File: src/rtl/rom_sdram_writer.sv
// Packs the iosys ROM byte stream into little-endian 16-bit SDRAM writes at BASE_ADDR,
// buffering words in a small FIFO while the SDRAM loader port stalls.
module rom_sdram_writer #(
    parameter logic [22:0] BASE_ADDR  = 23'h0,
    parameter int          FIFO_DEPTH = 4
) (
    input  logic        wclk,
    input  logic        resetn,
    input  logic        rom_loading,
    input  logic [7:0]  rom_do,
    input  logic        rom_do_valid,
    input  logic [23:0] rom_mask,
    output logic [22:0] sd_addr,
    output logic [15:0] sd_din,
    output logic [1:0]  sd_ds,
    output logic        sd_wr,
    input  logic        sd_wait,
    output logic        busy,
    output logic        done,
    output logic        overflow,
    output logic [23:0] rom_bytes
);

    localparam int PW = $clog2(FIFO_DEPTH);
    localparam int CW = PW + 1;

    typedef enum logic [1:0] {IDLE, LOAD, FLUSH, DRAIN} state_t;

    typedef struct packed {
        logic [22:0] addr;
        logic [15:0] data;
        logic [1:0]  ds;
    } word_t;

    state_t         state;
    word_t          mem [FIFO_DEPTH];
    logic [PW-1:0]  wr_ptr;
    logic [PW-1:0]  rd_ptr;
    logic [CW-1:0]  count;
    logic [23:0]    offset;
    logic [7:0]     pair_lo;
    logic           pair_valid;
    logic [22:0]    pair_addr;
    logic           rom_loading_d;

    logic           start;
    logic [23:0]    cur_off;
    logic [23:0]    bytes_base;
    logic           accept;
    logic           in_range;
    logic           odd_push;
    logic           flush_push;
    logic           push;
    logic           push_ok;
    logic           pop;
    logic           full;
    logic           empty;
    logic           drop;
    logic [22:0]    byte_addr;
    word_t          push_word;

    // A start in any state restarts the byte path from offset 0 in the same cycle.
    always_comb begin
        start      = rom_loading & ~rom_loading_d;
        cur_off    = start ? 24'd0 : offset;
        bytes_base = start ? 24'd0 : rom_bytes;
        accept     = rom_loading & rom_do_valid & (start | (state == LOAD));
        in_range   = cur_off <= rom_mask;
        odd_push   = accept & in_range & cur_off[0];
        flush_push = (state == FLUSH) & pair_valid & ~start;
        push       = odd_push | flush_push;
        full       = count == CW'(FIFO_DEPTH);
        empty      = count == '0;
        push_ok    = push & ~full;
        pop        = sd_wr & ~sd_wait & ~start;
        drop       = (accept & ~in_range) | (push & full);
        byte_addr  = BASE_ADDR + {cur_off[22:1], 1'b0};
        if (odd_push) begin
            push_word.addr = byte_addr;
            push_word.data = {rom_do, pair_lo};
            push_word.ds   = 2'b11;
        end else begin
            push_word.addr = pair_addr;
            push_word.data = {8'h00, pair_lo};
            push_word.ds   = 2'b01;
        end
    end

    // NOTE: FIFO storage has no reset; validity is tracked entirely by count and the pointers.
    always_ff @(posedge wclk) begin
        if (push_ok)
            mem[wr_ptr] <= push_word;
    end

    always_ff @(posedge wclk) begin
        if (!resetn) begin
            state         <= IDLE;
            busy          <= 1'b0;
            done          <= 1'b0;
            overflow      <= 1'b0;
            rom_bytes     <= '0;
            offset        <= '0;
            pair_lo       <= '0;
            pair_valid    <= 1'b0;
            pair_addr     <= '0;
            rom_loading_d <= 1'b0;
            wr_ptr        <= '0;
            rd_ptr        <= '0;
            count         <= '0;
            sd_wr         <= 1'b0;
            sd_addr       <= '0;
            sd_din        <= '0;
            sd_ds         <= '0;
        end else begin
            rom_loading_d <= rom_loading;
            done          <= 1'b0;
            offset        <= accept ? cur_off + 24'd1 : cur_off;
            rom_bytes     <= (accept && bytes_base != 24'hFFFFFF) ? bytes_base + 24'd1 : bytes_base;
            overflow      <= (overflow & ~start) | drop;

            if (accept && in_range && !cur_off[0]) begin
                pair_valid <= 1'b1;
                pair_lo    <= rom_do;
                pair_addr  <= byte_addr;
            end else if (push || start) begin
                pair_valid <= 1'b0;
            end

            if (start) begin
                wr_ptr <= '0;
                rd_ptr <= '0;
                count  <= '0;
            end else begin
                wr_ptr <= wr_ptr + PW'(push_ok);
                rd_ptr <= rd_ptr + PW'(pop);
                count  <= count + CW'(push_ok) - CW'(pop);
            end

            // The head word stays queued until accepted, so it still occupies a FIFO slot.
            if (start || pop) begin
                sd_wr <= 1'b0;
            end else if (!sd_wr && !empty) begin
                sd_wr   <= 1'b1;
                sd_addr <= mem[rd_ptr].addr;
                sd_din  <= mem[rd_ptr].data;
                sd_ds   <= mem[rd_ptr].ds;
            end

            if (start) begin
                state <= LOAD;
                busy  <= 1'b1;
            end else begin
                case (state)
                    IDLE: ;
                    LOAD:  if (!rom_loading) state <= FLUSH;
                    FLUSH: state <= DRAIN;
                    DRAIN: if (empty && !sd_wr) begin
                        state <= IDLE;
                        busy  <= 1'b0;
                        done  <= 1'b1;
                    end
                    default: state <= IDLE;
                endcase
            end
        end
    end

endmodule
File: config.mk
export PLATFORM = sky130hd
export DESIGN_NAME = rom_sdram_writer
export DESIGN_NICKNAME = d
export VERILOG_FILES = /design/src/rtl/rom_sdram_writer.sv
export SDC_FILE = /design/constraint.sdc
export NUM_CORES = 1
export LEC_CHECK = 0
export ABC_AREA = 0
export CORE_MARGIN = 3
export CORE_UTILIZATION = 60
export CTS_BUF_LIST = sky130_fd_sc_hd__clkbuf_8
export DETAILED_ROUTE_END_ITERATION = 8
export PLACE_DENSITY = 0.82
export SLEW_MARGIN = 20
export SYNTH_ARGS = -nofsm -noshare
export SYNTH_HDL_FRONTEND = slang
export SYNTH_SLANG_ARGS = --single-unit
File: constraint.sdc
create_clock -name wclk -period 7.3 [get_ports wclk]
set_input_delay 0.73 -clock wclk [delete_from_list [all_inputs] [get_ports wclk]]
set_output_delay 0.73 -clock wclk [all_outputs]
set_load 0.02 [all_outputs]
Yosys cells after proc, flatten, opt, wreduce, memory -nomap -nowiden
Memory sizes are Yosys's and may differ from the RTL's. A register that Yosys moved wholly into a read port is not among the register bits.
Index checks and enable logic that the tools add are counted.

word-level totals
  bits in registers = 93
  RAM bits = 164
  input bits = 37
  output and inout port bits = 69
  logic and storage cells = 98
  memories = 1

memory list
  name  words  width  read ports  clocked after Yosys merged registers in  wr ports  RTL line  RTL
  mem   4      41     1           1                                        1         36        word_t mem [FIFO_DEPTH];

operators by class
  $add $sub $neg = 6
  order comparisons = 1
  equality and inequality tests = 9
  muxes and demuxes = 17
  bitwise operators = 25
  reduce and logical (&&, ||, !) cells = 24

operators by type and width
  cell                                                              count
  24-bit 2-to-1 mux                                                 4
  24-bit by 1-bit adder with 24-bit output (second input constant)  2
  41-bit 2-to-1 mux                                                 1
  24-bit less-or-equal comparator                                   1
  24-bit inequality test (second input constant)                    1
  1-bit bitwise AND                                                 13
  1-bit 2-to-1 mux                                                  9
  1-bit NOT                                                         8
  3-bit inequality test (second input constant)                     2
  2-bit one-hot mux with 3 select lines                             1
  3-bit AND reduction                                               2
  2-bit nonzero test                                                3
  1-bit logical AND                                                 5
  2-bit by 1-bit adder with 2-bit output                            2
  2-bit equality test (second input constant)                       2
  1-bit logical NOT                                                 4
  2-bit 2-to-1 mux                                                  2
  2-bit inequality test (second input constant)                     2
  1-bit OR                                                          4
  2-bit AND reduction                                               2
  4-bit nonzero test                                                1
  2-bit OR reduction                                                2
  3-bit by 1-bit adder with 3-bit output                            1
  3-bit equality test (second input constant)                       1
  6 further kinds                                                   7

Longest topological paths before layout
Gate-level depths: netlist of run 1.

  depth in word-level cells = 10
  depth in mapped cells = 22
  gate-level depth less buffers = 18

Worst setup path after synthesis of run 1
OpenSTA, ideal clock, no wires.

  path type = input to register
  from = in rom_loading
  to = mem mem[1][10] (netlist bit), enable pin
  library setup time = 492 ps
  arrival = 6032 ps
  required time = 6808 ps
  path slack = 776 ps
  cell stages on the path = 14
  path buffers = 4
  cell sequence = nand2b_1 -> buf_4 -> buf_6 -> clkbuf_1 -> clkbuf_1 -> and2_1 -> ha_1 -> nor2b_1 -> o211ai_1 -> a21oi_1 -> o31ai_2 -> nand4_1 -> a21o_1 -> nor3b_1

between the ends
  word-level cells in the longest chain between the ends = 9
  elaborated cells on any way between the ends = 14
  those cells by class = 1 x order compare; 3 x mux; 10 x bitwise

ends and longest elaborated chain
  item                                    RTL line  RTL
  from (decl)                             9         input logic rom_loading,
  1-bit bitwise AND                       64        start = rom_loading & ~rom_loading_d;
  24-bit 2-to-1 mux                       65        cur_off = start ? 24'd0 : offset;
  named net byte_addr[1]                  59        logic [22:0] byte_addr;
  24-bit less-or-equal comparator         68        in_range = cur_off <= rom_mask;
  1-bit bitwise AND (2 in series)         69        odd_push = accept & in_range & cur_off[0];
  1-bit OR                                71        push = odd_push | flush_push;
  1-bit bitwise AND                       74        push_ok = push & ~full;
  1-bit 2-to-1 mux                        91        if (push_ok)
  1-bit 2-to-1 mux (implied by the code)  92        mem[wr_ptr] <= push_word;
  to (decl)                               36

The timed path passes the listed nets, and every way through them passes these cells.

Worst setup path after layout of run 1
  from = in rom_loading
  to = reg count[2]

between the ends
  word-level cells in the longest chain between the ends = 9
  elaborated cells on any way between the ends = 16
  those cells by class = 2 x add/sub; 1 x order compare; 1 x mux; 11 x bitwise; 1 x reduce/logical

ends and longest elaborated chain
  item                                         RTL line  RTL
  1-bit bitwise AND                            64
  24-bit 2-to-1 mux                            65
  named net byte_addr[21]                      59
  24-bit less-or-equal comparator              68
  1-bit bitwise AND (2 in series)              69
  1-bit OR                                     71
  1-bit bitwise AND                            74
  3-bit by 1-bit adder with 3-bit output       136       count <= count + CW'(push_ok) - CW'(pop);
  3-bit by 1-bit subtractor with 3-bit output  136
  to (signal assigned)                         136
  to (decl)                                    39        logic [CW-1:0] count;

The timed path passes the listed nets, and every way through them passes these cells.
A chain may end at the register's enable or synchronous reset.

==> results_dict.tcl, run 1 <==
set metrics [dict create \
    grt_max_degree 102 \
    track_usage 0.239 \
    grt_pass1_wl_mm 42.4 \
    yosysSeqAreaShare 0.582 \
    die-area_um2 22800 \
    antenna_cells 0 \
    intPower_uw 2500 \
    core.rowCount 52 \
    syn_nets 1079 \
    hold_ws_ps 460 \
    r2r-start "rom_loading_d" \
    routed-via-count 8105 \
    cp-start-kind "input pin" \
    cp.required_ps 7720 \
    io_pins 106 \
    yosysWarnings 0 \
    clock_sinks 289 \
    relSlewSlack 0.344 \
    gp_congestion 0.881 \
    worstHoldStart "sd_addr[14]" \
    combPwrFrac 0.039 \
    ys_ff_latch 289 \
    finalCritPeriodShare 0.681 \
    cts_buffer_depth 3 \
    drive_gt1_frac 0.150 \
    core_area_um2 20400 \
    cp_data_arrival_time_ps 5390 \
    ys.flop_type "edfxtp_1" \
    period_minus_slack_ps 4970 \
    path_clk_slew_ps 60 \
    htreeDepth 2 \
    antenna_found_initial 0 \
    worst_slew_pin_slew_ps 978 \
    ys_types 70 \
    ant_nets 0 \
    netlist_top_cells_area "edfxtp_1 37%, dfxtp_1 21%, mux4_2 7.0%, nand2_1 4.3%, ha_1 3.3%" \
    cp_max_fo 23 \
    cts.repair.resized 0 \
    drt-total-wl_mm 26.5 \
    synth.avg_cell_area_um2 12.5 \
    wl_per_cell_um 18.6 \
    cts-root-buf "clkbuf_8" \
    setup_tns_ps 0 \
    totalPowerFinal_uw 3210 \
    p_per_area_nw_per_um2 217 \
    start_util 0.618 \
    synth_edf_count 156 \
    synthArstFlopShare 0 \
    io_buffers 104 \
    skew_ps 16.1 \
    numCtsBuffers 45 \
    via_per_inst 5.68 \
    finalSetupViolations 0 \
    grt_pass1_vias 8079 \
    ir_drop_mv 0.133 \
    synth_top_cell_area_share 0.371 \
    post-cts-setup-buffers 0 \
    syn_area_um2 12600 \
    hold_viol 0 \
    cts_tree "yes" \
    maxCapViolCount 0 \
    clock.fmax_mhz 201 \
    end_kind "flip-flop" \
    maxSlewViolCount 0 \
    dpl.hpwl_mm 16.8 \
    fp.dieH_um 151 \
    grt-ovfl-total 0 \
    clkLatencyLatePin_ps 570 \
    drcViolationCount 0 \
    die_x_um 151 \
    p_sw_frac 0.222 \
    drtIter0Drc 479 \
    dr.pass1.iters 5 \
    finalNetCount 1192 \
    rsz0062_at_grt "no" \
    switching_power_uw 713 \
    outcome "finished, final reports clean" \
    p_leak_uw 0.00537 \
    startpoint "rom_loading" \
    syn_to_final_growth_pct 17.4 \
    hp-class "reg -> reg" \
    worstSetupPathType "in -> reg" \
    pwr-share-clk 0.424 \
    yosysTopAreaCell "edfxtp_1" \
    p_seq_frac 0.537 \
    cts_hold_buf 0 \
    synth_cells 1008 \
]
-- cell families (layout without fill, tap and decap cells) --
logic type                 count (synthesis)  in the layout  synth area share
xor gates and xnor gates                  42             42            0.0291
muxes                                     78             78             0.109
and+or+nand+nor                          345            345             0.141
buffers and inverters                     88            238            0.0305
other                                      1              1          0.000297
adders and majority gates                 34             34            0.0343
DFF                                      289            289             0.582
AOI/OAI and AO/OA                        131            131            0.0743
-- layout by cell type (no fill, tap or decap), drive strengths merged, types with 26 or more instances in the layout --
cell,n
nand3,38
a21boi,62
nand2,146
dfxtp,133
xnor2,26
clkbuf,55
ha,33
inv,49
and2,54
edfxtp,156
mux4,39
clkdlybuf4s50,103
nor2,32
-- sequential cells by signal (all words and copies together) (netlist names) --
register,cells
rom_loading_d,1
offset,24
pair_lo,8
wr_ptr,2
pair_addr,22
count,3
state,2
sd_din,16
rd_ptr,2
overflow,1
pair_valid,1
sd_ds,2
sd_wr,1
rom_bytes,24
sd_addr,22
mem,156
busy,1
done,1
-- power groups by stage --
stage | clock network [uW] | registers, uW | logic (uW)
final | 1360 | 1720 | 125
after global routing | 1460 | 1720 | 137
after CTS | 1390 | 1720 | 126
after detailed placement | 0 | 1760 | 126
after global placement | 0 | 1760 | 124
after floorplan | 0 | 1760 | 71.5
-- layer usage --
layer / track usage / up-vias / part of all wire
met5: 0 / - / 0
met3: 0.0583 / 36 / 0.076
met2: 0.385 / 289 / 0.48
met1: 0.326 / 3931 / 0.43
met4: 0.0703 / 0 / 0.017
li1: - / 3849 / -
-- final timing paths --
check                 to  slack (ps)  depth (start not counted)
min reg2reg  sd_addr[14]         460                          2
max             count[2]        2330                         18
max reg2reg     count[2]        2630                         17
min          sd_addr[14]         460                          2
-- stage by stage --
step	instance area (um2)	instances	setup slack (ps)	utilization
global route	14800	1428	1990	0.725
detailed placement	13900	1344	1790	0.680
floorplan	12600	1008	776	-
finish	14800	1428	2330	0.725
CTS	14800	1428	2340	0.725
global placement	13900	1344	1870	0.680
-- critical path, cell delays in order --
cell and delay (ps):
clkdlybuf4s50_1 580, nand2b_1 490, and2_1 400, ha_1 310
nand4_1 170, nor4_1 480, o2111ai_2 310, nor3_1 200
a31oi_1 80, a21o_1 320, ha_1 310, inv_1 60
ha_1 130, inv_1 50, fa_1 390, xor2_1 160
xnor2_1 150, nor2_1 60
-- synth_stat cells, types with 13 or more instances --
master / n
nor2_1: 31
mux2i_1: 17
edfxtp_1: 156
mux4_2: 39
and2_1: 52
clkbuf_1: 38
inv_1: 36
xor2_1: 16
ha_1: 33
nand4_1: 13
xnor2_1: 26
o21ai_0: 22
dfxtp_1: 133
mux2_4: 20
a21boi_0: 51
nand2_1: 143
a21oi_1: 18
nand3_1: 37
-- final cells by class --
cell class / count / area (um2)
well taps: 270 / 338
flip-flops and latches: 289 / 7350
clock inverters: 29 / 176
fillers: 1376 / 5610
clock buffers: 55 / 757
repair buffers: 118 / 1140
multi-input cells: 631 / 4920
inverters: 36 / 135
Power figures use the tool's default switching activity.
==> run 2, diff against run 1 <==
==> constraint.sdc (replaced) <==
create_clock -name wclk -period 4.65 [get_ports wclk]
set_input_delay 0.465 -clock wclk [delete_from_list [all_inputs] [get_ports wclk]]
set_output_delay 0.465 -clock wclk [all_outputs]
set_load 0.02 [all_outputs]
==> run 2 against run 1 <==
  * Via count is 1.3% lower
  * Sequential share of layout area hardly changed
  * Critical endpoint unchanged
  * Worst hold slack worse by 140 ps
  * Combinational power is 60% higher
  * Global-route usage is 0.79 points lower
  * Routed wire length is 5.6% lower
  * First-iteration DRC count is 14% lower
==> results_dict.tcl, run 2 (synthesized netlist as in run 1, its figures left out) <==
set metrics [dict create \
    outcome "finished, final reports clean" \
    regMostFlops "mem" \
    layout_common_cells "156 x edfxtp_1, 143 x nand2_1, 132 x dfxtp_1" \
    ir_drop_mv 0.186 \
    maxCapViolCount 0 \
    ant_nets 0 \
    regArea_um2 7350 \
    postPlaceCellArea_um2 14000 \
    htreeDepth 2 \
    multiInputGateArea_um2 4940 \
    grt_pass1_wl_mm 41.6 \
    cts-root-buf "clkbuf_8" \
    io_buffers 104 \
    cp_data_arrival_time_ps 4370 \
    cts_hold_buf 0 \
    drt-total-wl_mm 25.0 \
    start_util 0.618 \
    track_usage 0.231 \
    dp_slack_ps 229 \
    antenna_found_initial 1 \
    cpMostUsedCell "ha_1" \
    worstSetupPathType "reg -> reg" \
    finalNetCount 1197 \
    grt_max_degree 96 \
    drtIter0Drc 413 \
    core_area_um2 20400 \
    via_per_inst 5.59 \
    p_leak_uw 0.00540 \
    fp.dieH_um 151 \
    clkLatencyLatePin_ps 550 \
    rsz0062_at_grt "no" \
    syn_to_final_growth_pct 17.5 \
    maxSlewViolCount 0 \
    slowest_stage "dfxtp_1" \
    grt_pass1_vias 8079 \
    clock.fmax_mhz 253 \
    slowest_delay_ps 450 \
    period_minus_slack_ps 3960 \
    largest_reg_flops 156 \
    totalPowerFinal_uw 4830 \
    hp-class "in -> reg" \
    cts_tree "yes" \
    core.rowCount 52 \
    largestRegisters "mem: 156 flops, offset: 24 flops, rom_bytes: 24 flops" \
    clock_sinks 289 \
    met1_usage 0.316 \
    cp-start-kind "flip-flop" \
    finalSetupViolations 0 \
    grt_use_met2 0.372 \
    cp_max_fo 23 \
    drive_gt1_frac 0.141 \
    relSlewSlack 0.429 \
    die-area_um2 22800 \
    wl_per_cell_um 17.5 \
    finalCritPeriodShare 0.851 \
    dpl.hpwl_mm 16.4 \
    numCtsBuffers 45 \
    crit_chain "nand2b_1 > buf_4 > and2_1 > ha_1 > a21oi_1 > o21ai_0 > a211o_1 > o211ai_4 > nand4_1 > a21o_1 > ha_1 > inv_1 > ha_1 > inv_1 > fa_1 > xor2_1 > xnor2_1 > nor2_1" \
    grt-ovfl-total 0 \
    final_area_um2 14800 \
    num-fill-cells 1410 \
    path_clk_slew_ps 60 \
    cts_buffer_depth 3 \
    setup_ws_ps 693 \
    cts.repair.resized 0 \
    p_per_area_nw_per_um2 326 \
    cp.required_ps 5060 \
    die_x_um 151 \
    busiest_layer "met2" \
    final_common_cell "edfxtp_1" \
    gp_congestion 0.960 \
    end_kind "flip-flop" \
    met3_usage 0.0515 \
    routed-via-count 7998 \
    io_pins 106 \
    skew_ps 17.8 \
    setup_tns_ps 0 \
    drcViolationCount 0 \
    antenna_cells 0 \
    post-cts-setup-buffers 0 \
    worst_slew_pin_slew_ps 856 \
    hold_viol 0 \
    dr.pass1.iters 5 \
]
[run 2: worst paths after layout]
kind	startpoint	endpoint	cells after the start	slack, ps
min reg2reg	pair_addr[22]	pair_addr[22]	2	460
min	resetn	sd_ds[0]	2	320
max	rom_loading_d	count[2]	18	690
max reg2reg	rom_loading_d	count[2]	18	690
[run 2: where the power goes]
group	leakage [uW]	switching [uW]	internal [uW]
Combinational	0.00226	111	89.5
Clock	0.000510	918	1000
Sequential	0.00262	15.3	2690
[run 2: worst max-delay path, delay by kind of cell, from the launching register on]
| family | cells | cell delay [ps] |
|---|---|---|
| xor+xnor | 2 | 300 |
| simple gates | 4 | 640 |
| compound gates | 5 | 1030 |
| fa+ha+maj | 4 | 1040 |
| buf+inv | 3 | 350 |
| flops | 1 | 450 |
[run 2: final cells by class]
class,instances,share of cell area
clock inverter,30,0.00852
tap,270,0.0228
inverter,36,0.00911
clock buffer,51,0.0473
sequential,289,0.496
timing repair buffer,123,0.0839
multi-input combinational,631,0.333
[run 2: metal layers]
metal  vias up  share of wire
met2       236           0.48
met4         2          0.021
met5         -        0.00052
met3        39          0.063
met1      3851           0.43
li1       3870              -
[run 2: stage by stage]
| step | util | std cells | hold slack (ps) |
|---|---|---|---|
| 2_1_floorplan | - | 1008 | 431 |
| 3_3_place_gp | 0.685 | 1349 | 440 |
| 3_5_place_dp | 0.685 | 1349 | 447 |
| 4_1_cts | 0.726 | 1430 | 294 |
| 5_1_grt | 0.726 | 1430 | 316 |
| 6_report | 0.726 | 1430 | 322 |
